`src/rtl/td4_pkg.sv`:
```
`default_nettype none
// ============================================================================
//  Module      : td4_pkg
//  Description : Shared definitions for the TD4 instruction fetch block:
//                opcode constants, program ROM geometry and the fetch FSM
//                state encoding.
//  Revision    : 1.0 - initial release
// ============================================================================
package td4_pkg;

  // Opcode field values ([7:4] of a program byte)
  localparam logic [3:0] OP_ADD_A = 4'b0000;
  localparam logic [3:0] OP_MOV_A = 4'b0011;
  localparam logic [3:0] OP_ADD_B = 4'b0101;
  localparam logic [3:0] OP_MOV_B = 4'b0111;
  localparam logic [3:0] OP_JNC   = 4'b1110;
  localparam logic [3:0] OP_JMP   = 4'b1111;

  // Program ROM geometry
  localparam int ROM_DEPTH = 16;
  localparam int ADDR_W    = $clog2(ROM_DEPTH);
  localparam int DATA_W    = 8;

  // Fetch FSM state encoding; 2'b11 is illegal and recovers to ST_LOAD
  typedef enum logic [1:0] {
    ST_LOAD = 2'b00,
    ST_RUN  = 2'b01,
    ST_HALT = 2'b10
  } fetch_state_e;

  // Sequential successor of a ROM address, wrapping modulo ROM_DEPTH
  function automatic logic [ADDR_W-1:0] pc_inc(input logic [ADDR_W-1:0] pc);
    return pc + ADDR_W'(1);
  endfunction

endpackage : td4_pkg
`default_nettype wire

```
`src/rtl/td4_prog_rom.sv`:
```
`default_nettype none
// ============================================================================
//  Module      : td4_prog_rom
//  Description : 16 x 8 program store. One synchronous write port, one
//                asynchronous read port, whole array cleared synchronously
//                while rst is high.
//  Ports       : clk, rst     - clock / synchronous active-high clear
//                we_i         - write enable
//                waddr_i      - write address
//                wdata_i      - write data
//                raddr_i      - read address
//                rdata_o      - read data (combinational from raddr_i)
//  Revision    : 1.0 - initial release
// ============================================================================
module td4_prog_rom
  import td4_pkg::*;
(
  input  logic              clk,
  input  logic              rst,
  input  logic              we_i,
  input  logic [ADDR_W-1:0] waddr_i,
  input  logic [DATA_W-1:0] wdata_i,
  input  logic [ADDR_W-1:0] raddr_i,
  output logic [DATA_W-1:0] rdata_o
);

  logic [DATA_W-1:0] mem_q [ROM_DEPTH];

  always_ff @(posedge clk) begin
    if (rst) begin
      for (int i = 0; i < ROM_DEPTH; i++) begin
        mem_q[i] <= '0;
      end
    end else if (we_i) begin
      mem_q[waddr_i] <= wdata_i;
    end
  end

  assign rdata_o = mem_q[raddr_i];

endmodule : td4_prog_rom
`default_nettype wire

```
`src/rtl/td4_fetch.sv`:
```
`default_nettype none
// ============================================================================
//  Module      : td4_fetch
//  Description : TD4 instruction fetch. Loads a 16-byte program through a
//                valid/ready byte interface, then walks the program counter,
//                resolving JMP / JNC and parking in HALT on a JMP to itself.
//  Ports       : clk, rst            - clock / synchronous active-high reset
//                step                - single-step advance (TD4_FETCH_STEP_EN)
//                prog_valid/ready    - program byte handshake
//                prog_data           - program byte ([7:4] op, [3:0] imm)
//                run                 - start execution from pc=0 (LOAD/HALT)
//                carry_i             - carry flag, consulted by JNC
//                opcode, immediate   - fields of rom[pc]
//                pc                  - current instruction address
//                instr_valid         - instruction is executed this cycle
//                halted              - block is in HALT
//  Config      : TD4_FETCH_STEP_EN - when defined, adds the step input and
//                gates RUN-state pc advance on it.
//  Revision    : 1.0 - initial release
// ============================================================================
module td4_fetch
  import td4_pkg::*;
(
  input  logic              clk,
  input  logic              rst,
`ifdef TD4_FETCH_STEP_EN
  input  logic              step,
`endif
  input  logic              prog_valid,
  output logic              prog_ready,
  input  logic [DATA_W-1:0] prog_data,
  input  logic              run,
  input  logic              carry_i,
  output logic [3:0]        opcode,
  output logic [3:0]        immediate,
  output logic [ADDR_W-1:0] pc,
  output logic              instr_valid,
  output logic              halted
);

  fetch_state_e      state_q, state_d;
  logic [ADDR_W-1:0] pc_q, pc_d;
  logic [ADDR_W-1:0] load_ptr_q, load_ptr_d;

  logic              w_rom_we;
  logic [DATA_W-1:0] w_rom_rdata;
  logic              w_advance;
  logic              w_self_jmp;
  logic [ADDR_W-1:0] w_next_pc;

  td4_prog_rom u_rom (
    .clk     (clk),
    .rst     (rst),
    .we_i    (w_rom_we),
    .waddr_i (load_ptr_q),
    .wdata_i (prog_data),
    .raddr_i (pc_q),
    .rdata_o (w_rom_rdata)
  );

  assign opcode    = w_rom_rdata[7:4];
  assign immediate = w_rom_rdata[3:0];
  assign pc        = pc_q;

`ifdef TD4_FETCH_STEP_EN
  assign w_advance = step;
`else
  assign w_advance = 1'b1;
`endif

  // A JMP onto its own address is the program's stop idiom.
  assign w_self_jmp = (opcode == OP_JMP) && (immediate == pc_q);

  always_comb begin
    w_next_pc = pc_inc(pc_q);
    if (opcode == OP_JMP) begin
      w_next_pc = immediate;
    end else if ((opcode == OP_JNC) && !carry_i) begin
      w_next_pc = immediate;
    end
  end

  always_comb begin
    state_d     = state_q;
    pc_d        = pc_q;
    load_ptr_d  = load_ptr_q;
    w_rom_we    = 1'b0;
    prog_ready  = 1'b0;
    instr_valid = 1'b0;
    halted      = 1'b0;
    case (state_q)
      ST_LOAD: begin
        prog_ready = 1'b1;
        if (prog_valid) begin
          w_rom_we   = 1'b1;
          load_ptr_d = pc_inc(load_ptr_q);
          if (load_ptr_q == ADDR_W'(ROM_DEPTH - 1)) begin
            state_d = ST_RUN;
            pc_d    = '0;
          end
        end
        // The byte accepted in this cycle is still written above.
        if (run) begin
          state_d = ST_RUN;
          pc_d    = '0;
        end
      end
      ST_RUN: begin
        instr_valid = w_advance;
        if (w_advance) begin
          if (w_self_jmp) begin
            state_d = ST_HALT;
          end else begin
            pc_d = w_next_pc;
          end
        end
      end
      ST_HALT: begin
        halted = 1'b1;
        if (run) begin
          state_d = ST_RUN;
          pc_d    = '0;
        end
      end
      default: begin
        state_d    = ST_LOAD;
        pc_d       = '0;
        load_ptr_d = '0;
      end
    endcase
  end

  always_ff @(posedge clk) begin
    if (rst) begin
      state_q    <= ST_LOAD;
      pc_q       <= '0;
      load_ptr_q <= '0;
    end else begin
      state_q    <= state_d;
      pc_q       <= pc_d;
      load_ptr_q <= load_ptr_d;
    end
  end

endmodule : td4_fetch
`default_nettype wire

```
`config.mk`:
```
export PLATFORM = sky130hd
export DESIGN_NAME = td4_fetch
export DESIGN_NICKNAME = d
export VERILOG_FILES = /design/src/rtl/td4_pkg.sv /design/src/rtl/td4_prog_rom.sv /design/src/rtl/td4_fetch.sv
export SDC_FILE = /design/constraint.sdc
export NUM_CORES = 1
export LEC_CHECK = 0
export CAP_MARGIN = 10
export CORE_MARGIN = 3
export CORE_UTILIZATION = 50
export CTS_CLUSTER_DIAMETER = 150
export DETAILED_ROUTE_END_ITERATION = 16
export GPL_TIMING_DRIVEN = 0
export PLACE_DENSITY_LB_ADDON = 0.2
export SYNTH_ARGS = -nofsm -noshare
export SYNTH_HDL_FRONTEND = slang
export SYNTH_SLANG_ARGS = --single-unit
export TNS_END_PERCENT = 5
```
`constraint.sdc`:
```
create_clock -name clk -period 2.7 [get_ports clk]
set_clock_uncertainty 0.2 [all_clocks]
set_input_delay 0.54 -clock clk [delete_from_list [all_inputs] [get_ports clk]]
set_output_delay 0.54 -clock clk [all_outputs]
set_load 0.1 [all_outputs]
```
# == Word-level counts from Yosys, hierarchy flattened ==
# Memories as Yosys holds them, arrays and structs flattened. A register that Yosys moved wholly into a read port is not among the register bits.
# Index checks and enable logic that the tools add are counted.
# classes
n_mux,31
n_reduce_logical,9
eq_ne,12
add_sub_neg,2
n_bitwise,1
# op_table
cell,n
4-bit two-way mux,11
"4-bit equality test, second input constant",3
4-bit case mux with 3 select lines,1
1-bit two-way mux,11
2-bit two-way mux,5
"4-bit by 1-bit adder with 4-bit output, second input constant",2
8-bit two-way mux,1
"2-bit inequality test, second input constant",4
4-bit case mux with 2 select lines,1
4-bit AND reduction,2
8-bit OR reduction,1
"3-bit inequality test, second input constant",2
2-bit case mux with 3 select lines,1
4-bit equality test,1
"2-bit by 1-bit equality test with 1-bit output, second input constant",1
"2-bit equality test, second input constant",1
1-bit logical AND,2
2-bit zero test,1
2-bit AND reduction,1
2-bit OR reduction,1
1-bit zero test,1
1-bit NOT,1
# totals
wordCells,59
memories,1
in_bits,13
mem_bits_rw,128
out_inout_bits,15
regBits,10
# memory_table
memory,words,word_bits,rd,rd_clocked_by_memory_dff,wr,line,source
u_rom.mem_q,16,8,1,1,16,td4_prog_rom.sv:27,logic [DATA_W-1:0] mem_q [ROM_DEPTH];

# == Depth between registers and ports, before layout ==
# depth
ltp_word,8
ltp_mapped,12
mapped_depth_nobuf,8

# == Hierarchy ==
# Synthesis repeated with hierarchy kept, for this count alone.
# unflattened
hier_cells,463
area_unflattened_um2,6611.3
# modules_own_cells
module,cells_per_inst,area_per_inst_um2,instances,seq_area_each_um2
td4_prog_rom,375,5861.9,1,3843.7
td4_fetch,88,749.5,1,200.2

# == Least setup slack after synthesis ==
# No wires, ideal clock.
# synth_timing
path_kind,reg2reg
start,register with a tool-made name
end,register with a tool-made name
period_less_slack_ps,3964
n_path_buf,3
slack_ps,-1264
required_ps,2416
stages_incl_launch_ff,12
t_arrival_ps,3680
setup_ps,84
path_cell_list,dfxtp_1 buf_6 buf_4 mux4_2 mux2i_1 mux2i_1 xnor2_1 nand3_2 nor3_2 or4_4 buf_6 o211ai_1

==> results.md <==
| Step | Quantity | Value |
|---|---|---|
| route | Total wire length after detailed routing | 17800 um |
| cts | Clock tree from TritonCTS | done |
| logic synthesis | Mean instance size in the synthesized netlist | 13.9 um^2 |
| floorplanning | Number of rows in the core area | 42 |
| sta | Upper clock frequency limit | 335 MHz |
| route | Number of design rule violations left after detail routing | 0 |
| placement | Pre-CTS setup slack | -1050 ps |
| hold path | Worst hold-check path type | reg2reg |
| power and ir drop | Power per cell area | 741 mW/mm^2 |
| cells and area | Sequential cell area in the final layout | 0.00413 mm^2 |
| critical path | Critical Path Source Type | flop |
| hold path | Worst min-delay path startpoint | load_ptr_q[1] |
| logic synthesis | Count of state elements after synthesis | 142 |
| cells and area | Diode count | 0 |
| floorplanning | Top Ports | 28 |
| sta | Setup repair after global routing missed its margin | true |
| cts | Clock Tree Buf Depth | 2 |
| global routing | Wire length of the first global-routing pass | 26600 um |
| route | Total number of vias | 4294 |
| sta | PnR worst setup slack | -287 ps |
| global routing | Pin count of the biggest net entering global routing | 17 |
| global routing | Via count of the first global-routing pass | 4358 |
| logic synthesis | Primary flip-flop cell chosen by synthesis mapping | sky130_fd_sc_hd__edfxtp_1 |
| floorplanning | Vertical extent of the die | 123 um |
| placement | Detailed placer's ending HPWL | 12100 um |
| power and ir drop | VDD IR max | 0.000582 V |
| placement | Total instance count after detailed placement | 697 |
| placement | Number of input and output port buffers inserted | 27 |
| power and ir drop | Leakage Power | 0.00313 uW |
| route | Wirelength per Cell | 23.6 um |
| cells and area | Area growth from synthesis to final layout | 25.1% |
| status | Violations in the final reports | negative setup slack |
| cells and area | Area of combinational cells with multiple inputs | 0.00279 mm^2 |
| floorplanning | Die area | 0.0152 mm^2 |
| logic synthesis | Number of enable flip-flop cells after synthesis | 128 |
| floorplanning | Horizontal die dimension | 123 um |
| route | Routed Antenna Nets | 0 |
| route | Starting DRC count in detailed routing | 483 |
| logic synthesis | Ys Warns | 0 |
| global routing | Aggregate global-route resource usage | 25.0% |
| cts | CTS H-tree lvls | 4 |
| logic synthesis | Proportion of synthesized chip area in sequential cells | 60.1% |
| hold path | Cell depth of the worst min-delay path | 2 |
| critical path | CP Max Fanout | 6 |
| logic synthesis | Count of distinct cell types in the synthesized netlist | 40 |
| status | Run status | complete, but fails checks |
| cts | Clk root buf | sky130_fd_sc_hd__clkbuf_16 |
| critical path | Arrival time at the worst endpoint | 2250 ps |
| cells and area | Final standard cell count with taps included and fillers excluded | 752 |
| critical path | Endpoint kind of the worst setup timing path | output pin |
| cts | Number of sinks driven by the clock tree | 142 |
| cts | Number of buffers inserted for hold repair after clock tree synthesis | 0 |
| sta | Setup TNS | -3040 ps |
| logic synthesis | Netlist area before placement | 0.00686 mm^2 |
| critical path | Worst reg-to-reg setup slack | -210 ps |
| logic synthesis | Number of standard cells after synthesis | 494 |
| floorplanning | Area of the core | 0.0133 mm^2 |
| logic synthesis | Net count after synthesis | 516 |
| cts | Skew-Pair Late Insertion Delay | 420 ps |
| run | Reported max-cap violation count | 0 |
| sta | Rel. slew slack | 34.8% |
| sta | # setup viols final | 19 |
| cts | Clock buffers created by TritonCTS | 17 |
| global routing | GRT Residual Overflow | 0 |
| route | Routed vias/inst | 5.71 |
| sta | Number of hold-slack violations in the final timing report | 0 |
| global routing | Antenna violations before repair | 0 |
| logic synthesis | Share of async-settable or async-resettable flops after synthesis | 0% |
| critical path | Data required time of the critical path | 1960 ps |
| critical path | Worst reg-to-reg path cell count | 10 |
| critical path | Kind of critical path | reg2out |
| sta | Final-layout worst hold slack | 373 ps |
| sta | Slew @ Worst Pin | 981 ps |
| sta | Min Tclk post-route | 2990 ps |
| cells and area | Share of layout cells above drive strength 1 | 29.0% |
| route | Total iterations of the first detailed-routing run | 5 |
| cts | Clock-pin slew of the registers on the worst-case setup and hold paths | 60 ps |
| power and ir drop | Overall Power | 6360 uW |
| sta | Period utilization | 111% |
| sta | Final count of pins violating max slew | 0 |
| cells and area | Layout filler cell count | 998 |
| placement | Final Wtd Congestion | 0.865 |
| floorplanning | Effective utilization at floorplan | 51.4% |
| cells and area | Net total in the final layout | 585 |
| cells and area | Most frequent cells in the layout | sky130_fd_sc_hd__and2_1, sky130_fd_sc_hd__edfxtp_1, sky130_fd_sc_hd__mux4_2 |
==> flip-flops by register name, summed over array words and instances (netlist names), named ones only <==
name,count
load_ptr_q,4
state_q,2
u_rom.mem_q,128
pc,4
==> power by group <==
group | total [uW] | switching [uW] | internal, uW | leakage, uW
clock network | 2400 | 875 | 1520 | 0.000294
registers | 2560 | 54.2 | 2500 | 0.00144
logic | 1400 | 867 | 535 | 0.00140
==> cell type report <==
| class | count | area share (%) |
|---|---|---|
| inverters | 12 | 0.525 |
| flip-flops and latches | 142 | 48.1 |
| repair buffers | 51 | 6.78 |
| well taps | 176 | 2.57 |
| clock inverters | 15 | 2.06 |
| clock buffers | 17 | 4.96 |
| plain buffers | 24 | 2.58 |
| multi-input cells | 315 | 32.5 |
==> critical path: stages, from the launching register on <==
cell,delay (ps)
sky130_fd_sc_hd__dfxtp_2,320
sky130_fd_sc_hd__buf_12,130
sky130_fd_sc_hd__buf_12,150
sky130_fd_sc_hd__buf_16,150
sky130_fd_sc_hd__mux2i_4,210
sky130_fd_sc_hd__a221oi_4,330
sky130_fd_sc_hd__nor2_2,90
sky130_fd_sc_hd__o21ai_4,240
sky130_fd_sc_hd__buf_12,210
==> Yosys cell counts (9+ instances only) <==
cell type	number	share of area (%)
sky130_fd_sc_hd__and2_1	128	12
sky130_fd_sc_hd__edfxtp_1	128	56
sky130_fd_sc_hd__mux4_2	28	9.2
sky130_fd_sc_hd__nor2_1	22	1.2
sky130_fd_sc_hd__mux2i_1	20	2.9
sky130_fd_sc_hd__or2_2	16	1.5
sky130_fd_sc_hd__nand2_1	15	0.82
sky130_fd_sc_hd__dfxtp_1	14	4.1
sky130_fd_sc_hd__clkbuf_1	13	0.71
sky130_fd_sc_hd__inv_1	12	0.66
sky130_fd_sc_hd__nor3_1	11	0.80
sky130_fd_sc_hd__a21oi_1	9	0.66
sky130_fd_sc_hd__ha_1	9	1.6
==> cells by family after synthesis <==
family                     share of synthesized area (%)
adders and majority gates                           1.64
xor gates and xnor gates                           0.766
and+or+nand+nor                                     18.5
DFF                                                 60.1
AOI/OAI and AO/OA                                   3.23
buffers and inverters                               3.01
muxes                                               12.8
==> routing by layer <==
metal,part of all wire [%],up-vias,global-route usage (%)
li1,-,1932,-
met1,41,2181,34.1
met2,51,168,40.7
met3,6.9,13,5.63
met4,1.0,0,7.27
met5,0,-,0
==> path summary, 6_finish.rpt <==
kind / endpoint
worst max register to register: state_q[0]
worst min register to register: load_ptr_q[1]
worst max-delay path: opcode[0]
worst min-delay path: load_ptr_q[1]
==> per-stage QoR <==
step                      utilization [%]  area, um^2
after CTS                            62.2        8300
after global routing                 64.3        8580
after global placement               55.6        7420
after detailed placement             55.6        7420
final                                64.3        8580
after floorplan                         -        6930
==> repair_timing <==
action	CTS	global route
endpoints found under the setup margin	57	140
pin swaps	4	13
gates cloned	1	1
buffers inserted	8	14
gates resized for setup	104	39
hold endpoints to repair	0	0
Power figures use the tool's default switching activity.
